## config.mk

```make
export PLATFORM = sky130hd
export DESIGN_NAME = alu_seq_muldiv
export DESIGN_NICKNAME = d
export VERILOG_FILES = /design/src/rtl/alu_seq_muldiv.sv
export SDC_FILE = /design/constraint.sdc
export NUM_CORES = 1
export LEC_CHECK = 0
export CAP_MARGIN = 20
export CORE_MARGIN = 4
export CORE_UTILIZATION = 25
export CTS_CLUSTER_SIZE = 10
export DETAILED_ROUTE_END_ITERATION = 8
export GPL_TIMING_DRIVEN = 1
export SYNTH_ARGS = -nofsm -noshare
export SYNTH_HDL_FRONTEND = slang
export SYNTH_SLANG_ARGS = --single-unit
```

## constraint.sdc

```tcl
create_clock -name clk -period 5.2 [get_ports clk]
set_clock_uncertainty 0.1 [all_clocks]
set_input_delay 1.04 -clock clk [delete_from_list [all_inputs] [get_ports clk]]
set_output_delay 1.04 -clock clk [all_outputs]
set_load 0.02 [all_outputs]
```

## src/rtl/alu_seq_muldiv.sv

```systemverilog
// alu_seq_muldiv: multi-cycle EX-stage ALU. Base integer and branch-compare
// operations finish in one pass; RV32M multiply/divide iterate for WIDTH cycles.
//
// Ports:
//   clk, rst_n             clock, asynchronous active-low reset
//   in_valid / in_ready    request handshake (accepted when both high)
//   ctrl                   operation code
//   rdata1, rdata2, imm    operand 1, operand 2 (register), operand 2 (immediate)
//   alu_src                operand 2 select: 0 = rdata2, 1 = imm
//   out_valid / out_ready  result handshake
//   result, cond           result word and branch-taken flag
//   busy                   multiply/divide iterating
//
// state | meaning
// IDLE  | waiting for a request, in_ready high
// BUSY  | multiply/divide iterating, one step per clock
// DONE  | result/cond held, waiting for out_ready
module alu_seq_muldiv #(
  parameter int WIDTH     = 32,
  parameter int CTRL_BITS = 5
) (
  input  logic                 clk,
  input  logic                 rst_n,
  input  logic                 in_valid,
  output logic                 in_ready,
  input  logic [CTRL_BITS-1:0] ctrl,
  input  logic [WIDTH-1:0]     rdata1,
  input  logic [WIDTH-1:0]     rdata2,
  input  logic [WIDTH-1:0]     imm,
  input  logic                 alu_src,
  output logic                 out_valid,
  input  logic                 out_ready,
  output logic [WIDTH-1:0]     result,
  output logic                 cond,
  output logic                 busy
);
  localparam int SHAMT_BITS = $clog2(WIDTH);
  localparam int CNT_BITS   = $clog2(WIDTH) + 1;

  typedef enum logic [1:0] {IDLE, BUSY, DONE} state_t;
  state_t state;

  logic [CNT_BITS-1:0]   cnt;
  logic [2*WIDTH-1:0]    acc;       // mul: {partial product, multiplier}; div: {remainder, quotient}
  logic [WIDTH-1:0]      opb;       // mul: multiplicand magnitude; div: divisor magnitude
  logic [WIDTH-1:0]      dividend;
  logic [2:0]            md_op;
  logic                  neg_res, neg_rem, div_zero;

  // Single-pass datapath
  logic [WIDTH-1:0]      op2, diff, alu_res;
  logic [SHAMT_BITS-1:0] shamt;
  logic                  alu_cond, lt_s, lt_u, is_muldiv;

  assign op2       = alu_src ? imm : rdata2;
  assign shamt     = op2[SHAMT_BITS-1:0];
  assign diff      = rdata1 - op2;
  assign lt_s      = $signed(rdata1) < $signed(op2);
  assign lt_u      = rdata1 < op2;
  assign is_muldiv = (int'(ctrl) >= 16) && (int'(ctrl) <= 23);

  always_comb begin
    alu_res  = '0;
    alu_cond = 1'b0;
    case (int'(ctrl))
      0:  alu_res = rdata1 + op2;
      1:  alu_res = diff;
      2:  alu_res = rdata1 & op2;
      3:  alu_res = rdata1 | op2;
      4:  alu_res = rdata1 ^ op2;
      5:  alu_res = rdata1 << shamt;
      6:  alu_res = rdata1 >> shamt;
      7:  alu_res = $unsigned($signed(rdata1) >>> shamt);
      8:  alu_res = {{(WIDTH-1){1'b0}}, lt_s};
      9:  alu_res = {{(WIDTH-1){1'b0}}, lt_u};
      10: begin alu_res = diff; alu_cond = (rdata1 == op2); end
      11: begin alu_res = diff; alu_cond = (rdata1 != op2); end
      12: begin alu_res = diff; alu_cond = lt_s;  end
      13: begin alu_res = diff; alu_cond = !lt_s; end
      14: begin alu_res = diff; alu_cond = lt_u;  end
      15: begin alu_res = diff; alu_cond = !lt_u; end
      default: ;
    endcase
  end

  // Operand signs/magnitudes for the iterative unit, formed at accept time
  logic [2:0]       md_sel;
  logic             signed1, signed2, neg1, neg2;
  logic [WIDTH-1:0] mag1, mag2;

  assign md_sel  = ctrl[2:0];
  assign signed1 = md_sel[2] ? !md_sel[0] : (md_sel[1:0] != 2'd3);
  assign signed2 = md_sel[2] ? !md_sel[0] : (md_sel[1:0] <= 2'd1);
  assign neg1    = signed1 & rdata1[WIDTH-1];
  assign neg2    = signed2 & op2[WIDTH-1];
  assign mag1    = neg1 ? -rdata1 : rdata1;
  assign mag2    = neg2 ? -op2 : op2;

  // One iteration step for each algorithm
  logic [WIDTH:0]     mul_sum, div_shift, div_sub;
  logic [2*WIDTH-1:0] mul_next, div_next, mul_full;
  logic [WIDTH-1:0]   quo, rem, md_res;

  assign mul_sum   = {1'b0, acc[2*WIDTH-1:WIDTH]} + (acc[0] ? {1'b0, opb} : '0);
  assign mul_next  = {mul_sum, acc[WIDTH-1:1]};
  assign div_shift = acc[2*WIDTH-1:WIDTH-1];
  assign div_sub   = div_shift - {1'b0, opb};
  // Restore when the trial subtraction borrows; the quotient bit is the inverted borrow.
  assign div_next  = {(div_sub[WIDTH] ? div_shift[WIDTH-1:0] : div_sub[WIDTH-1:0]),
                      acc[WIDTH-2:0], ~div_sub[WIDTH]};
  assign mul_full  = neg_res ? -mul_next : mul_next;
  assign quo       = div_next[WIDTH-1:0];
  assign rem       = div_next[2*WIDTH-1:WIDTH];

  always_comb begin
    case (md_op)
      3'd0:       md_res = mul_full[WIDTH-1:0];
      3'd1, 3'd2,
      3'd3:       md_res = mul_full[2*WIDTH-1:WIDTH];
      3'd4, 3'd5: md_res = div_zero ? '1 : (neg_res ? -quo : quo);
      default:    md_res = div_zero ? dividend : (neg_rem ? -rem : rem);
    endcase
  end

  always_ff @(posedge clk or negedge rst_n) begin
    if (!rst_n) begin
      state     <= IDLE;
      in_ready  <= 1'b1;
      out_valid <= 1'b0;
      busy      <= 1'b0;
      result    <= '0;
      cond      <= 1'b0;
      cnt       <= '0;
      acc       <= '0;
      opb       <= '0;
      dividend  <= '0;
      md_op     <= '0;
      neg_res   <= 1'b0;
      neg_rem   <= 1'b0;
      div_zero  <= 1'b0;
    end else begin
      case (state)
        IDLE: if (in_valid) begin
          in_ready <= 1'b0;
          if (is_muldiv) begin
            md_op    <= md_sel;
            neg_res  <= neg1 ^ neg2;
            neg_rem  <= neg1;
            div_zero <= (op2 == '0);
            dividend <= rdata1;
            // Multiply shifts the multiplier out of the low half; divide shifts the dividend out.
            acc      <= {{WIDTH{1'b0}}, (md_sel[2] ? mag1 : mag2)};
            opb      <= md_sel[2] ? mag2 : mag1;
            cnt      <= CNT_BITS'(WIDTH);
            cond     <= 1'b0;
            busy     <= 1'b1;
            state    <= BUSY;
          end else begin
            result    <= alu_res;
            cond      <= alu_cond;
            out_valid <= 1'b1;
            state     <= DONE;
          end
        end
        BUSY: begin
          acc <= md_op[2] ? div_next : mul_next;
          cnt <= cnt - 1'b1;
          if (cnt == CNT_BITS'(1)) begin
            result    <= md_res;
            busy      <= 1'b0;
            out_valid <= 1'b1;
            state     <= DONE;
          end
        end
        DONE: if (out_ready) begin
          out_valid <= 1'b0;
          in_ready  <= 1'b1;
          state     <= IDLE;
        end
        default: state <= IDLE;
      endcase
    end
  end
endmodule

```

==> impl_metrics.env, run 1 <==
export IMPL_grtUsageMet1_pct=32.0
export IMPL_synth_seq_area_share_pct=16.6
export IMPL_insertion_delay_ps=470
export IMPL_cp_required_ps=5510
export IMPL_drt_initial_drc_count=3891
export IMPL_power_frac_comb_pct=75.9
export IMPL_synthesis_nets=4134
export IMPL_die_w_um=336
export IMPL_cp_slowest_stage_delay_ps=520
export IMPL_use_met2_pct=37.1
export IMPL_crit_chain="ha_1 > buf_4 > nand3_1 > a211oi_1 > or3_4 > a2111oi_4 > buf_4 > a211oi_4 > inv_2 > mux2i_2 > ha_2 > inv_1 > or3_4 > buf_4 > nor4_4 > a31oi_2 > nand2_1 > xor2_1 > nand2_1 > a311oi_1 > a221o_1"
export IMPL_area_growth_pct=23.9
export IMPL_synth_flop_cell="dfrtp_1"
export IMPL_fmax_mhz=197
export IMPL_cp_start_kind="flip-flop"
export IMPL_internal_power_mw=8.04
export IMPL_htree_levels=4
export IMPL_drc=0
export IMPL_grt_pass1_wl_um=200000
export IMPL_drv_slew=0
export IMPL_power_density_nw_per_um2=540
export IMPL_outcome="complete, no violations"
export IMPL_syn_area_per_cell_um2=6.97
export IMPL_ios=142
export IMPL_core_um2=107000
export IMPL_clock_path_buffers=2
export IMPL_endpoint_kind="flip-flop"
export IMPL_tightest_slew_ps=1070
export IMPL_grt_overflow=0
export IMPL_numClockSinks=178
export IMPL_total_power_mw=18.0
export IMPL_antenna_left=0
export IMPL_yosysUniqueCellTypes=91
export IMPL_p_switching_mw=9.95
export IMPL_path_delay_family="simple AND/OR/NAND/NOR gates"
export IMPL_synth_edf_count=0
export IMPL_crit_buf_inv=5
export IMPL_seqPwrFrac_pct=16.4
export IMPL_vias=32300
export IMPL_fin_util_pct=31.2
export IMPL_p_leak_nw=14.0
export IMPL_clkPwrFrac_pct=7.7
export IMPL_syn_inst=3856
export IMPL_clkSlewWorstSetupHoldPaths_ps=80
export IMPL_fin_nets=4447
export IMPL_syn_area_um2=26900
export IMPL_fin_tns_setup_ps=0
export IMPL_critical_path_slowest_cell="a311oi_1"
export IMPL_track_usage_pct=23.4
export IMPL_grt_max_degree=103
export IMPL_rows=120
export IMPL_drv_cap=0
export IMPL_hold_buffers=0
export IMPL_async_flop_share_pct=100
export IMPL_switching_share_pct=55.3
export IMPL_finalSetupViolCount=0
export IMPL_first_global_vias=30200
export IMPL_period_share_pct=97.4
export IMPL_reg2reg_slack_ps=130
export IMPL_dr_pass1_iters=7
export IMPL_crit_top_cell="buf_4"
export IMPL_hold_viol_final=0
export IMPL_ys_warn_count=0
export IMPL_fin_hold_ws_ps=382
export IMPL_port_buffers=141
export IMPL_crit_type="flip-flop to flip-flop"
export IMPL_cts_tree="done"
export IMPL_antenna_found_initial=3
export IMPL_gr_usage_met3_pct=3.83
export IMPL_max_slew_margin_pct=28.6
export IMPL_start_util_pct=25.1
export IMPL_cp_data_arrival_time_ps=5370
export IMPL_place_gp_congestion=1.03
export IMPL_cts_buffers=17
export IMPL_cp_max_fo=7
export IMPL_hold_path_class="flip-flop to flip-flop"
export IMPL_die_area_um2=113000
export IMPL_routed_via_density=5.78
export IMPL_ir_worst_vdd_v=0.000320
export IMPL_rsz0062_at_grt="no"
export IMPL_timing_final_crit_period_ps=5070
export IMPL_hpwl_um=109000
export IMPL_busiest_layer="met2"
export IMPL_drive_above_1_share_pct=14.6
export IMPL_die_h_um=336
export IMPL_wl_per_cell_um=24.6
export IMPL_cts_root_buf="clkbuf_16"
export IMPL_routed_wl_um=137000
export IMPL_synth_seq_cells=178
-- routing by layer --
metal  share of wire [%]  vias up  wire (um)
met3                 9.4      295      12800
met5               0.020        -         27
met2                  44     1842      60300
met4                 4.3        4       5940
met1                  42    15400      58200
li1                    -    14700          -
-- worst reg2reg max path: cells and delay by family (launching register included) --
kind	cells	cell delay (ps)
compound gates	6	1330
xor+xnor	1	200
fa+ha+maj	2	570
buf+inv	5	750
flops	1	400
mux	1	270
simple gates	6	1390
-- cells in the mapped netlist (33+ instances only) --
| cell | instances | area (um^2) |
|---|---|---|
| o21ai_0 | 419 | 2100 |
| nor3_1 | 78 | 390 |
| a221oi_1 | 36 | 315 |
| nand4_1 | 41 | 257 |
| or3_1 | 40 | 250 |
| xor2_1 | 65 | 569 |
| nand2_1 | 505 | 1900 |
| a21oi_1 | 319 | 1600 |
| buf_1 | 40 | 150 |
| o22ai_1 | 33 | 206 |
| a21o_1 | 35 | 263 |
| a31oi_1 | 51 | 319 |
| nand3_1 | 71 | 355 |
| o31ai_1 | 55 | 413 |
| inv_1 | 152 | 571 |
| xnor2_1 | 164 | 1440 |
| dfrtp_1 | 177 | 4430 |
| clkbuf_1 | 240 | 901 |
| a211oi_1 | 51 | 383 |
| ha_1 | 168 | 2100 |
| nor2_1 | 356 | 1340 |
| mux2i_1 | 187 | 1870 |
| o211ai_1 | 56 | 420 |
-- cells in the final DEF, fill, tap and decap left out, types with 16 or more instances in the layout --
| cell | synthesis | final |
|---|---|---|
| ha_1 | 168 | 167 |
| o31ai_1 | 55 | 55 |
| a221o_1 | 17 | 17 |
| a21o_1 | 35 | 34 |
| nand3_1 | 71 | 71 |
| a221oi_1 | 36 | 35 |
| inv_1 | 152 | 148 |
| or4_1 | 19 | 19 |
| a22o_1 | 23 | 23 |
| o21a_1 | 16 | 16 |
| mux2i_1 | 187 | 175 |
| clkdlybuf4s50_1 | 0 | 138 |
| a211oi_1 | 51 | 47 |
| and3_1 | 24 | 24 |
| o211ai_1 | 56 | 56 |
| nor3_1 | 78 | 74 |
| o41ai_1 | 20 | 19 |
| or2_2 | 19 | 18 |
| nor2_1 | 356 | 351 |
| a31oi_1 | 51 | 50 |
| a21oi_1 | 319 | 313 |
| nand2_1 | 505 | 504 |
| clkbuf_16 | 0 | 17 |
| nor2b_1 | 17 | 17 |
| nand2b_1 | 19 | 18 |
| o22ai_1 | 33 | 33 |
| and2_1 | 19 | 19 |
| xor2_1 | 65 | 65 |
| or3_1 | 40 | 38 |
| nor4_1 | 27 | 24 |
| xnor2_1 | 164 | 164 |
| o21bai_1 | 27 | 27 |
| o221ai_1 | 17 | 17 |
| dfrtp_1 | 177 | 175 |
| nand4_1 | 41 | 41 |
| buf_4 | 1 | 433 |
| o21ai_0 | 419 | 419 |
-- power by group through the flow --
stage	registers, mW	clock network [mW]	logic [mW]
detailed placement	2.94	0	13.0
global route	3.02	1.45	14.7
floorplan	2.53	0	8.64
global placement	2.93	0	12.9
finish	2.94	1.39	13.6
CTS	2.91	1.40	13.1
-- flip-flops by register name, indices dropped and copies added, names as in the netlist --
name	flops
dividend	32
out_valid	1
neg_res	1
div_zero	1
neg_rem	1
cnt	6
result	32
md_op	3
busy	1
state	2
cond	1
opb	32
in_ready	1
acc	64
-- metrics by stage --
stage | instance area, um^2 | worst slack, ps | std cells
5_1_grt | 33300 | 6.40 | 5585
6_report | 33300 | 134 | 5586
2_1_floorplan | 27000 | -114 | 3856
3_5_place_dp | 32500 | -596 | 5549
3_3_place_gp | 32500 | -500 | 5549
4_1_cts | 33100 | 45.8 | 5581
-- final cells by class --
type	instances	area (um^2)
inverters	159	601
diodes	1	2.50
clock inverters	13	148
flip-flops and latches	178	4460
fillers	11600	73600
multi-input cells	3227	21000
well taps	1403	1760
repair buffers	586	4870
clock buffers	19	443
-- worst paths after layout --
kind / cells past startpoint / end / from
min reg2reg: 2 / dividend[4]$_DFFE_PN0P_ / dividend[4]$_DFFE_PN0P_
max in group asynchronous: 2 / opb[24]$_DFFE_PN0P_ / rst_n
min: 2 / dividend[4]$_DFFE_PN0P_ / dividend[4]$_DFFE_PN0P_
min in group asynchronous: 1 / opb[3]$_DFFE_PN0P_ / rst_n
max reg2reg: 21 / result[14]$_DFFE_PN0P_ / acc[49]$_DFFE_PN0P_
max: 21 / result[14]$_DFFE_PN0P_ / acc[49]$_DFFE_PN0P_
-- what timing repair did --
item	CTS	global route
resized for setup	2	41
pin swaps	0	5
setup endpoints to repair	3	13
setup buffers	0	3
-- logic make-up (layout without fill, tap and decap cells) --
logic type,after synthesis,in the layout,share of synthesized area [%]
other,0,1,0
buffers and inverters,451,777,6.41
multiplexers,216,216,8.76
XOR/XNOR,229,229,7.46
AO/OA/AOI/OAI,1333,1333,31.2
AND/OR/NAND/NOR,1277,1277,21.5
adder cells (fa/ha/maj),172,172,8.12
flip-flops,178,178,16.6
Power figures use the tool's default switching activity.
==> inputs of run 2 (changes only) <==
--- a/config.mk
+++ b/config.mk
@@ -11,6 +11,7 @@
 export CTS_CLUSTER_SIZE = 10
 export DETAILED_ROUTE_END_ITERATION = 8
 export GPL_TIMING_DRIVEN = 1
+export MAX_ROUTING_LAYER = met4
 export SYNTH_ARGS = -nofsm -noshare
 export SYNTH_HDL_FRONTEND = slang
 export SYNTH_SLANG_ARGS = --single-unit
==> run 2 against run 1 <==
Final area grew 1.4%; largest cell class unchanged; combinational power up 3%; critical endpoint is now result[3]$_DFFE_PN0P_; final cell count is 1.5% higher; core utilization increased by 0.43 points; highest routed layer is now met4; global-route usage increased by 1.6 points.
==> impl_metrics.env, run 2 (synthesis results as in run 1) <==
export IMPL_clock_path_buffers=2
export IMPL_ios=142
export IMPL_antenna_left=0
export IMPL_max_slew_margin_pct=35.1
export IMPL_wl_per_cell_um=25.1
export IMPL_dr_pass1_iters=6
export IMPL_die_area_um2=113000
export IMPL_rows=120
export IMPL_area_growth_pct=25.6
export IMPL_cp_max_fo=38
export IMPL_track_usage_pct=25.0
export IMPL_cp_start_kind="input pin"
export IMPL_grt_overflow=0
export IMPL_cp_data_arrival_time_ps=5390
export IMPL_period_share_pct=98.3
export IMPL_port_buffers=141
export IMPL_core_um2=107000
export IMPL_vias=32200
export IMPL_fin_nets=4524
export IMPL_layout_commonest_cell="buf_4"
export IMPL_grt_max_degree=78
export IMPL_cp_required_ps=5480
export IMPL_grt_pass1_wl_um=205000
export IMPL_place_gp_congestion=1.04
export IMPL_hold_buffers=0
export IMPL_drc=0
export IMPL_fin_tns_setup_ps=0
export IMPL_drv_slew=0
export IMPL_tightest_slew_ps=963
export IMPL_htree_levels=4
export IMPL_start_util_pct=25.1
export IMPL_switching_share_pct=55.6
export IMPL_largest_reg_flops=64
export IMPL_cts_root_buf="clkbuf_16"
export IMPL_routed_wl_um=142000
export IMPL_clkPwrFrac_pct=7.5
export IMPL_clkSlewWorstSetupHoldPaths_ps=90
export IMPL_cts_buffers=17
export IMPL_top_register="acc"
export IMPL_numClockSinks=178
export IMPL_ir_worst_vdd_v=0.000361
export IMPL_p_leak_nw=14.3
export IMPL_routed_via_density=5.68
export IMPL_drt_initial_drc_count=3735
export IMPL_die_w_um=336
export IMPL_seqPwrFrac_pct=15.9
export IMPL_hpwl_um=115000
export IMPL_fin_hold_ws_ps=384
export IMPL_insertion_delay_ps=480
export IMPL_drv_cap=0
export IMPL_cts_tree="done"
export IMPL_crit_type="input pin to flip-flop"
export IMPL_final_cell_mix="buf_4 (515), nand2_1 (504), o21ai_0 (419)"
export IMPL_power_frac_comb_pct=76.6
export IMPL_die_h_um=336
export IMPL_p_switching_mw=10.2
export IMPL_drive_above_1_share_pct=15.7
export IMPL_fmax_mhz=196
export IMPL_timing_final_crit_period_ps=5110
export IMPL_finalSetupViolCount=0
export IMPL_outcome="complete, no violations"
export IMPL_multi_input_area_um2=20900
export IMPL_antenna_found_initial=4
export IMPL_hold_path_class="flip-flop to flip-flop"
export IMPL_rsz0062_at_grt="yes"
export IMPL_fill_cells=11700
export IMPL_first_global_vias=30300
export IMPL_power_density_nw_per_um2=543
export IMPL_endpoint_kind="flip-flop"
export IMPL_internal_power_mw=8.14
export IMPL_hold_viol_final=0
export IMPL_seq_area_um2=4460
-- run 2: changes by cell type in the layout (fill, tap and decap cells not counted), moves of 4 or more --
cell	previous run	this run
mux2i_2	7	3
inv_8	1	5
buf_4	433	515
diode_2	1	5
mux2i_1	175	179
-- run 2: timing repair --
item / 4_1_cts / 5_1_grt
setup endpoints to repair: 1 / 12
gates cloned: 0 / 0
gates resized for setup: 1 / 17
setup buffers: 0 / 1
pin swaps: 0 / 3
-- run 2: worst paths after layout --
| path | startpoint | endpoint | slack, ps | depth (start not counted) |
|---|---|---|---|---|
| setup / recovery | imm[0] | result[3]$_DFFE_PN0P_ | 90 | 15 |
| hold / removal | opb[27]$_DFFE_PN0P_ | opb[27]$_DFFE_PN0P_ | 380 | 2 |
| setup reg to reg | acc[0]$_DFFE_PN0P_ | result[18]$_DFFE_PN0P_ | 160 | 17 |
| hold reg to reg | opb[27]$_DFFE_PN0P_ | opb[27]$_DFFE_PN0P_ | 380 | 2 |
| max in group asynchronous | rst_n | neg_res$_DFFE_PN0P_ | 3450 | 2 |
| min in group asynchronous | rst_n | opb[10]$_DFFE_PN0P_ | 490 | 1 |
-- run 2: worst max-delay path: stages --
cell and delay, ps:
clkdlybuf4s50_1 500, mux2i_4 90, inv_2 70, buf_4 480
mux2i_1 530, mux2i_1 130, mux2i_1 210, nand2_1 120
a21boi_0 200, a32oi_1 470, a21oi_1 220, a2111oi_0 760
buf_4 250, o221ai_1 120, o21a_1 150
-- run 2: through the flow --
step           instances  power [mW]  utilization (%)  setup WS, ps  area [um^2]
2_1_floorplan       3856        11.2                -          -114        27000
3_3_place_gp        5628        16.4             30.9          -348        33000
6_report            5667        18.3             31.6          89.1        33800
4_1_cts             5661        17.9             31.5          21.7        33700
3_5_place_dp        5629        16.4             30.9          -366        33100
5_1_grt             5666        19.6             31.6         -1.65        33800
-- run 2: cell type report --
cell class              count  area share (%)
repair buffers            663            16.0
multi-input cells        3227            62.0
diodes                      5          0.0371
clock buffers              18            1.27
flip-flops and latches    178            13.2
well taps                1403            5.20
inverters                 159            1.78
clock inverters            14           0.482
-- run 2: routing by layer --
metal  share of wire (%)  track usage, %  routed length (um)
met1                  43            33.3               61700
met3                 7.9            3.05               11300
met4                 3.6            8.05                5100
met2                  45            39.5               64200
met5                   0               -                   0
-- run 2: power by group through the flow --
| stage | logic, mW | clock network, mW | registers (mW) |
|---|---|---|---|
| 2_1_floorplan | 8.64 | 0 | 2.53 |
| 3_3_place_gp | 13.5 | 0 | 2.91 |
| 3_5_place_dp | 13.5 | 0 | 2.92 |
| 4_1_cts | 13.6 | 1.38 | 2.89 |
| 5_1_grt | 15.1 | 1.43 | 3.00 |
| 6_report | 14.0 | 1.37 | 2.92 |
